File: config.mk
export PLATFORM = sky130hd
export DESIGN_NAME = seg7_scan_driver_flat
export DESIGN_NICKNAME = d
export VERILOG_FILES = /design/src/rtl/seg7_pkg.sv /design/src/rtl/seg7_scan_driver_if.sv /design/src/rtl/seg7_digit_lut.sv /design/src/rtl/seg7_scan_driver.sv /design/src/flat_wrapper.sv
export SDC_FILE = /design/constraint.sdc
export NUM_CORES = 1
export LEC_CHECK = 0
export CAP_MARGIN = 40
export CORE_UTILIZATION = 58
export DETAILED_ROUTE_END_ITERATION = 10
export GPL_TIMING_DRIVEN = 0
export PLACE_DENSITY = 0.8
export SYNTH_ARGS = -nofsm -noshare
export SYNTH_HDL_FRONTEND = slang
export SYNTH_HIERARCHICAL = 1
export SYNTH_SLANG_ARGS = --single-unit
export TNS_END_PERCENT = 30
File: constraint.sdc
create_clock -name clk -period 3.1 [get_ports clk]
set_input_delay 0.465 -clock clk [delete_from_list [all_inputs] [get_ports clk]]
set_output_delay 0.465 -clock clk [all_outputs]
set_load 0.05 [all_outputs]
File: src/rtl/seg7_pkg.sv
// Shared types and constants for the 7-segment scan driver.
// Segment patterns are active-high, bit order {g,f,e,d,c,b,a}.
package seg7_pkg;

    typedef enum logic [1:0] {
        IDLE   = 2'd0,
        SHIFT  = 2'd1,
        COMMIT = 2'd2
    } state_t;

    localparam logic [3:0] DASH = 4'hF;

    localparam logic [6:0] SEG_0     = 7'b0111111;
    localparam logic [6:0] SEG_1     = 7'b0000110;
    localparam logic [6:0] SEG_2     = 7'b1011011;
    localparam logic [6:0] SEG_3     = 7'b1001111;
    localparam logic [6:0] SEG_4     = 7'b1100110;
    localparam logic [6:0] SEG_5     = 7'b1101101;
    localparam logic [6:0] SEG_6     = 7'b1111101;
    localparam logic [6:0] SEG_7     = 7'b0000111;
    localparam logic [6:0] SEG_8     = 7'b1111111;
    localparam logic [6:0] SEG_9     = 7'b1100111;
    localparam logic [6:0] SEG_DASH  = 7'b1000000;
    localparam logic [6:0] SEG_BLANK = 7'b0000000;

    // 10^n evaluated at elaboration; 10^8 still fits comfortably in 64 bits.
    function automatic logic [63:0] pow10(input int n);
        logic [63:0] p;
        p = 64'd1;
        for (int k = 0; k < n; k++) begin
            p = p * 64'd10;
        end
        return p;
    endfunction

endpackage

File: src/rtl/seg7_scan_driver_if.sv
// Value/load handshake and display outputs of the scan driver.
// master = value producer side, slave = the driver itself.
interface seg7_scan_driver_if #(
    parameter int NUM_DIGITS = 4,
    parameter int IN_W       = 14
);
    logic [IN_W-1:0]       value_in;
    logic                  load;
    logic                  busy;
    logic                  overflow;
    logic [6:0]            seg;
    logic [NUM_DIGITS-1:0] digit_en;

    modport master (
        output value_in,
        output load,
        input  busy,
        input  overflow,
        input  seg,
        input  digit_en
    );

    modport slave (
        input  value_in,
        input  load,
        output busy,
        output overflow,
        output seg,
        output digit_en
    );
endinterface

File: src/rtl/seg7_digit_lut.sv
// Nibble to 7-segment pattern decoder; purely combinational.
// 0-9 map to digits, DASH to a centre bar, anything else is dark.
module seg7_digit_lut
    import seg7_pkg::*;
(
    input  logic [3:0] nibble,
    output logic [6:0] seg
);

    always_comb begin
        seg = SEG_BLANK;
        case (nibble)
            4'd0:    seg = SEG_0;
            4'd1:    seg = SEG_1;
            4'd2:    seg = SEG_2;
            4'd3:    seg = SEG_3;
            4'd4:    seg = SEG_4;
            4'd5:    seg = SEG_5;
            4'd6:    seg = SEG_6;
            4'd7:    seg = SEG_7;
            4'd8:    seg = SEG_8;
            4'd9:    seg = SEG_9;
            DASH:    seg = SEG_DASH;
            default: seg = SEG_BLANK;
        endcase
    end

endmodule

File: src/rtl/seg7_scan_driver.sv
// Binary-to-BCD (double-dabble) display driver with multiplexed digit scan.
// Display updates IN_W+2 cycles after an accepted load; loads while busy are dropped.
module seg7_scan_driver
    import seg7_pkg::*;
#(
    parameter int NUM_DIGITS = 4,
    parameter int IN_W       = 14,
    parameter int SCAN_DIV   = 1000,
    parameter int BLANK_LZ   = 1
) (
    input  logic                clk,
    input  logic                rst,
    seg7_scan_driver_if.slave   bus
);

    localparam int          BW    = 4 * NUM_DIGITS;
    localparam int          CW    = $clog2(IN_W + 1);
    localparam int          PW    = (SCAN_DIV > 1) ? $clog2(SCAN_DIV) : 1;
    localparam int          XW    = (NUM_DIGITS > 1) ? $clog2(NUM_DIGITS) : 1;
    localparam logic [63:0] LIMIT = pow10(NUM_DIGITS);

    state_t          state, state_nxt;
    logic [IN_W-1:0] bin_q, bin_nxt;
    logic [BW-1:0]   bcd_q, bcd_nxt, bcd_adj;
    logic [BW-1:0]   disp_q, disp_nxt;
    logic [CW-1:0]   cnt_q, cnt_nxt;
    logic            pend_q, pend_nxt;
    logic            ovf_q, ovf_nxt;

    logic [PW-1:0]       pre_q;
    logic [XW-1:0]       idx_q;
    logic [NUM_DIGITS:0] lz;
    logic [3:0]          cur_nib;
    logic                cur_blank;
    logic [6:0]          lut_seg;

    always_comb begin
        bcd_adj = bcd_q;
        for (int i = 0; i < NUM_DIGITS; i++) begin
            if (bcd_q[4*i +: 4] >= 4'd5) begin
                bcd_adj[4*i +: 4] = bcd_q[4*i +: 4] + 4'd3;
            end
        end
    end

    always_comb begin
        state_nxt = state;
        bin_nxt   = bin_q;
        bcd_nxt   = bcd_q;
        cnt_nxt   = cnt_q;
        pend_nxt  = pend_q;
        disp_nxt  = disp_q;
        ovf_nxt   = ovf_q;
        case (state)
            IDLE: begin
                if (bus.load) begin
                    bin_nxt   = bus.value_in;
                    bcd_nxt   = '0;
                    cnt_nxt   = '0;
                    pend_nxt  = (64'(bus.value_in) >= LIMIT);
                    state_nxt = SHIFT;
                end
            end
            SHIFT: begin
                // The cycle that finds all IN_W shifts done only hands over to COMMIT.
                if (cnt_q == CW'(IN_W)) begin
                    state_nxt = COMMIT;
                end else begin
                    bcd_nxt = {bcd_adj[BW-2:0], bin_q[IN_W-1]};
                    bin_nxt = bin_q << 1;
                    cnt_nxt = cnt_q + 1'b1;
                end
            end
            COMMIT: begin
                disp_nxt  = pend_q ? {NUM_DIGITS{DASH}} : bcd_q;
                ovf_nxt   = pend_q;
                state_nxt = IDLE;
            end
            default: state_nxt = IDLE;
        endcase
    end

    always_ff @(posedge clk) begin
        if (rst) begin
            state  <= IDLE;
            bin_q  <= '0;
            bcd_q  <= '0;
            cnt_q  <= '0;
            pend_q <= 1'b0;
            disp_q <= '0;
            ovf_q  <= 1'b0;
        end else begin
            state  <= state_nxt;
            bin_q  <= bin_nxt;
            bcd_q  <= bcd_nxt;
            cnt_q  <= cnt_nxt;
            pend_q <= pend_nxt;
            disp_q <= disp_nxt;
            ovf_q  <= ovf_nxt;
        end
    end

    // Scan timing free-runs regardless of conversions in flight.
    always_ff @(posedge clk) begin
        if (rst) begin
            pre_q <= '0;
            idx_q <= '0;
        end else if (pre_q == PW'(SCAN_DIV - 1)) begin
            pre_q <= '0;
            idx_q <= (idx_q == XW'(NUM_DIGITS - 1)) ? '0 : idx_q + 1'b1;
        end else begin
            pre_q <= pre_q + 1'b1;
        end
    end

    // lz[i] is set when digit i and everything above it are zero.
    always_comb begin
        lz             = '0;
        lz[NUM_DIGITS] = 1'b1;
        for (int i = NUM_DIGITS - 1; i >= 0; i--) begin
            lz[i] = lz[i+1] & (disp_q[4*i +: 4] == 4'd0);
        end
    end

    always_comb begin
        cur_nib   = '0;
        cur_blank = 1'b0;
        for (int i = 0; i < NUM_DIGITS; i++) begin
            if (idx_q == XW'(i)) begin
                cur_nib   = disp_q[4*i +: 4];
                cur_blank = (BLANK_LZ != 0) && (i != 0) && lz[i];
            end
        end
    end

    seg7_digit_lut u_lut (
        .nibble (cur_nib),
        .seg    (lut_seg)
    );

    assign bus.busy     = (state != IDLE);
    assign bus.overflow = ovf_q;
    assign bus.digit_en = NUM_DIGITS'(1) << idx_q;
    assign bus.seg      = cur_blank ? SEG_BLANK : lut_seg;

endmodule

File: src/flat_wrapper.sv
// flat-port wrapper written by rule: the top's interface ports become plain ports
module seg7_scan_driver_flat import seg7_pkg::*;
#(
    parameter int NUM_DIGITS = 4,
    parameter int IN_W       = 14,
    parameter int SCAN_DIV   = 1000,
    parameter int BLANK_LZ   = 1
)
  (clk, rst, bus_value_in, bus_load, bus_busy, bus_overflow, bus_seg, bus_digit_en);
  seg7_scan_driver_if #(.NUM_DIGITS(NUM_DIGITS), .IN_W(IN_W)) bus_i ();
  input  logic clk;
  input  logic rst;
  input wire logic [$bits(bus_i.value_in)-1:0] bus_value_in;
  input wire logic [$bits(bus_i.load)-1:0] bus_load;
  output wire logic [$bits(bus_i.busy)-1:0] bus_busy;
  output wire logic [$bits(bus_i.overflow)-1:0] bus_overflow;
  output wire logic [$bits(bus_i.seg)-1:0] bus_seg;
  output wire logic [$bits(bus_i.digit_en)-1:0] bus_digit_en;
  assign bus_i.value_in = bus_value_in;
  assign bus_i.load = bus_load;
  assign bus_busy = bus_i.busy;
  assign bus_overflow = bus_i.overflow;
  assign bus_seg = bus_i.seg;
  assign bus_digit_en = bus_i.digit_en;
  seg7_scan_driver #(.NUM_DIGITS(NUM_DIGITS), .IN_W(IN_W), .SCAN_DIV(SCAN_DIV), .BLANK_LZ(BLANK_LZ)) u_core (.clk(clk), .rst(rst), .bus(bus_i));
endmodule
---- After elaboration in Yosys (flattened, before gate mapping) ----
Memories as Yosys holds them, arrays and structs flattened.
Cells that the tools add are included.
storage, ports and cells
  memories kept ........................... 1
  bits in registers ....................... 66
  output and inout port bits .............. 13
  bits in read-only memories .............. 112
  bits of input ports ..................... 17
memory list
  name              words  bits a word  read ports  clocked after memory_dff  wr ports  line                  text
  (name not given)  16     7            1           0                         0         seg7_digit_lut.sv:12  case (nibble)
cells by class
  shift operators ......................... 1
  eq/ne operators ......................... 10
  magnitude comparators ................... 5
  bitwise gates (word level) .............. 2
  reductions and logical operators ........ 11
  $add $sub $neg .......................... 7
  mux-type cells .......................... 26
operator list
  operator               number
  $mux 16                3
  $mux 4                 9
  $pmux 16 s2            1
  $mux 14                2
  $pmux 14 s2            1
  $ge 4x3->1 const B     4
  $ge 14x14->1 const B   1
  $add 4x2->4 const B    3
  $logic_not 4->1        3
  $add 10x1->10 const B  1
  $eq 10x10->1 const B   1
  $pmux 4 s2             1
  $mux 7                 1
  $eq 2x2->1 const B     3
  $mux 2                 3
  $add 4x1->4 const B    1
  $eq 2x1->1 const B     2
  $eq 4x4->1 const B     1
  $logic_not 2->1        2
  $ne 2x2->1 const B     2
  $pmux 2 s2             1
  $reduce_and 2->1       2
  $reduce_bool 2->1      2
  $shl 1x2->4 const A    1
  8 further kinds        11

---- Logic depth before layout (Yosys ltp) ----
  word-level depth ........................ 7
  gate-level depth with buffers ........... 12

---- Modules after synthesis ----
The synthesis kept the hierarchy.
modules (own cells, without submodules)
  module            times used  cells each  area an instance (µm²)
  seg7_scan_driver  1           376         3358.2
  seg7_digit_lut    1           33          234.0

---- Worst setup path after synthesis ----
Ideal clock, no wire load.
  path kind ............................... flip-flop to output port
  from .................................... register u_core.idx_q[0]
  to ...................................... output port bus_seg[3]
  path slack .............................. -0.396 ns
  required time ........................... 2.635 ns
  path buffers ............................ 1
  arrival time ............................ 3.031 ns
  cell stages (with the launch flop) ...... 12
  cells stage by stage .................... dfxtp_1 -> inv_1 -> ha_1 -> clkbuf_1 -> a21oi_1 -> o21ai_0 -> inv_1 -> ha_1 -> nor2_1 -> a21oi_1 -> o22ai_1 -> and3_1
between the ends
  cells in the longest elaborated chain, start to end .. 7
RTL lines
  element                      line                     text
  start: declaration           seg7_scan_driver.sv:31   logic [XW-1:0] idx_q;
  start signal: assignment     seg7_scan_driver.sv:110  idx_q <= (idx_q == XW'(NUM_DIGITS - 1)) ? '0 : idx_q + 1'b1;
  $logic_not 2->1              seg7_scan_driver.sv:129  if (idx_q == XW'(i)) begin
  $mux 4 (3 in a row)          seg7_scan_driver.sv:129
  $mux 4 *                     seg7_scan_driver.sv:129
  named net u_core.cur_nib[1]  seg7_scan_driver.sv:33   logic [3:0] cur_nib;
  $mem_v2 16x7 *               -
  named net u_core.lut_seg[3]  seg7_scan_driver.sv:35   logic [6:0] lut_seg;
  $mux 7 *                     seg7_scan_driver.sv:144  assign bus.seg = cur_blank ? SEG_BLANK : lut_seg;
  end: declaration             flat_wrapper.sv:17       output wire logic [$bits(bus_i.seg)-1:0] bus_seg;
Mark *: on every way through the listed nets, which the timed path passes. The rest lies on a longest branch.

---- Worst setup path in the final report ----
  from .................................... register u_core.idx_q[1]
  to ...................................... output port bus_seg[4]
Same word-level chain as after synthesis.

==> reports/qor.yml <==
worst_setup_path:
  start_kind: "register"
  r2r_start: "u_core/cnt_q[0]"
  crit_start: "u_core/idx_q[1]"
  critPathRequiredTime_ns: 2.63
  cp.arrival_ns: 2.49
  worstSetupPathType: "register to primary output"
  cp-end-kind: "primary output"
  path_max_fanout: 10
synth:
  netlist_instances: 409
  yosysWarnings: 6
  synth_edf_count: 0
  ys_ff_latch: 66
  synth_ff_type: "dfxtp_1"
  synth-async-reset-ratio: 0
  syn_nets: 448
  synth.distinct_cells: 54
  syn_area_per_cell_um2: 8.78
  seq_area_frac_synth: 0.368
  syn_area_mm2: 0.00359
clock_tree:
  clk_latency_ns: 0.35
  cts_tree: "done"
  root_buffer: "clkbuf_8"
  holdBufCountCts: 0
  path_clk_slew_ns: 0.07
  cts_sinks: 66
  cts_made_buffers: 9
  clockBufferDepth: 2
  cts_htree_levels: 3
floorplanning:
  die_x_um: 80.7
  core_mm2: 0.00596
  start_util: 0.603
  dieArea_mm2: 0.00651
  io_pins: 30
  die_h_um: 80.7
  fp-row-count: 28
power_and_ir_drop:
  p_leak_nw: 1.56
  peakVddDrop_mv: 0.360
  finalPower_mw: 1.76
  p_per_area_mw_per_mm2: 420
finish:
  final_common_cell: "nor2_1"
  layout_common_cells: "nor2_1 (66), dfxtp_1 (64), a21oi_1 (25)"
  drive_above_1_share: 0.163
  area_delta_synth_final_pct: 16.9
  nNetsFinal: 488
  fin_cells: 529
  diodes: 0
drt:
  drtPass1Iterations: 4
  routedWlPerCell_um: 13.2
  drt-total-wl_mm: 6.96
  first_iter_violations: 159
  drc: 0
  vias: 2940
  routed_via_density: 5.56
  ant_nets: 0
sta:
  min_period_ns: 2.96
  setup_viol: 0
  finalClockSkew_ns: 0.00794
  clock.fmax_ghz: 0.338
  tightestPinTransition_ns: 0.635
  grt_setup_unrepaired: "true"
  layout_worst_path_cycle_share: 0.955
  hold_violations: 0
  relSlewSlack: 0.577
  slew_violations: 0
hold_path:
  hold_path_class: "register to register"
  worstHoldStart: "u_core/pre_q[0]"
status:
  status: "complete, no violations"
global_route:
  grt_pass1_wl_mm: 11.4
  grt_pass1_vias: 2563
  track_usage: 0.229
  antenna_found_initial: 0
  overflow: 0
  grt_max_degree: 12
place:
  dp_cells: 512
  portBuffers: 28
  hpwlAfterDp_mm: 5.19
  gp_congestion: 0.769
job:
  drv_cap: 0
[logic make-up (layout without fill, tap and decap cells)]
| group | Yosys count | after routing | synth area share |
|---|---|---|---|
| AO/OA/AOI/OAI | 105 | 105 | 0.227 |
| XOR/XNOR | 9 | 9 | 0.0219 |
| adder cells (fa/ha/maj) | 22 | 22 | 0.0766 |
| buffers and inverters | 44 | 89 | 0.0578 |
| flip-flops | 66 | 66 | 0.368 |
| multiplexers | 19 | 19 | 0.0543 |
| AND/OR/NAND/NOR | 144 | 144 | 0.194 |
[per-layer routing]
metal | GRT usage | wire, um | up-vias
met5 | 0 | 0 | -
met4 | 0.107 | 119 | 0
met3 | 0.0534 | 211 | 10
met2 | 0.375 | 3180 | 50
met1 | 0.283 | 3450 | 1341
li1 | - | - | 1539
[synthesized netlist by cell type, drive strengths merged (4+ instances only)]
master / n / area [um^2]
nor3: 10 / 55.1
o21ai: 16 / 80.1
nand2b: 5 / 31.3
xnor2: 7 / 61.3
buf: 12 / 87.6
a21oi: 25 / 125
mux2: 4 / 45.0
nand3: 8 / 40.0
a211oi: 30 / 273
nand3b: 4 / 30.0
nor2: 68 / 258
nor4: 4 / 25.0
and3: 8 / 50.1
clkbuf: 13 / 48.8
ha: 22 / 275
mux2i: 15 / 150
o211ai: 5 / 37.5
o2bb2ai: 11 / 159
inv: 19 / 71.3
nand2: 20 / 75.1
dfxtp: 66 / 1320
nor3b: 7 / 52.6
[metrics by stage]
| step | TNS (ns) | util | hold slack (ns) | worst slack, ns | cell area [um^2] |
|---|---|---|---|---|---|
| final | 0 | 0.705 | 0.488 | 0.141 | 4200 |
| after global routing | -0.0487 | 0.705 | 0.509 | -0.0346 | 4200 |
| after CTS | -0.00748 | 0.699 | 0.493 | -0.00748 | 4160 |
| after detailed placement | -3.74 | 0.667 | 0.478 | -0.728 | 3970 |
| after global placement | -3.31 | 0.667 | 0.468 | -0.639 | 3970 |
| after floorplan | -0.145 | - | 0.447 | -0.111 | 3600 |
[critical path: stages, from the launching register on]
cell and delay [ns]:
dfxtp_2 0.35, inv_1 0.08, ha_4 0.19, nand3b_1 0.15
a21oi_1 0.14, a21oi_1 0.07, o21ai_2 0.18, inv_1 0.11
ha_1 0.24, a22o_1 0.17, and3_1 0.13, clkdlybuf4s15_2 0.33
[registers in the layout, summed over array words and instances (netlist names)]
register and count:
u_core/bcd_q 16, u_core/bin_q 14, u_core/bus.overflow 1, u_core/cnt_q 4
u_core/disp_q 16, u_core/idx_q 2, u_core/pend_q 1, u_core/pre_q 10
u_core/state 2
[final cells by class]
cell class	instances	area, um^2
fill	463	1760
buffer	24	133
multi-input combinational	299	2090
timing repair buffer	30	290
clock inverter	5	53.8
inverter	19	71.3
clock buffer	11	141
sequential	66	1320
tap	75	93.8
[worst paths after layout]
path / to / slack [ns] / depth (start not counted)
worst max-delay path: bus_seg[4] / 0.14 / 11
worst min-delay path: u_core/pre_q[0] / 0.49 / 1
worst max register to register: u_core/bin_q[11] / 1.06 / 7
worst min register to register: u_core/pre_q[0] / 0.49 / 1
[power breakdown]
part           switching, mW  internal (mW)
clock                  0.319          0.390
sequential            0.0200          0.874
combinational         0.0886         0.0711
[what timing repair did]
| action | CTS | global route |
|---|---|---|
| buffers inserted | 1 | 1 |
| pin swaps | 1 | 1 |
| resized for setup | 37 | 10 |
| setup endpoints to repair | 7 | 7 |
| endpoints found under the hold margin | 0 | 0 |
(Power assumes the default switching activity.)
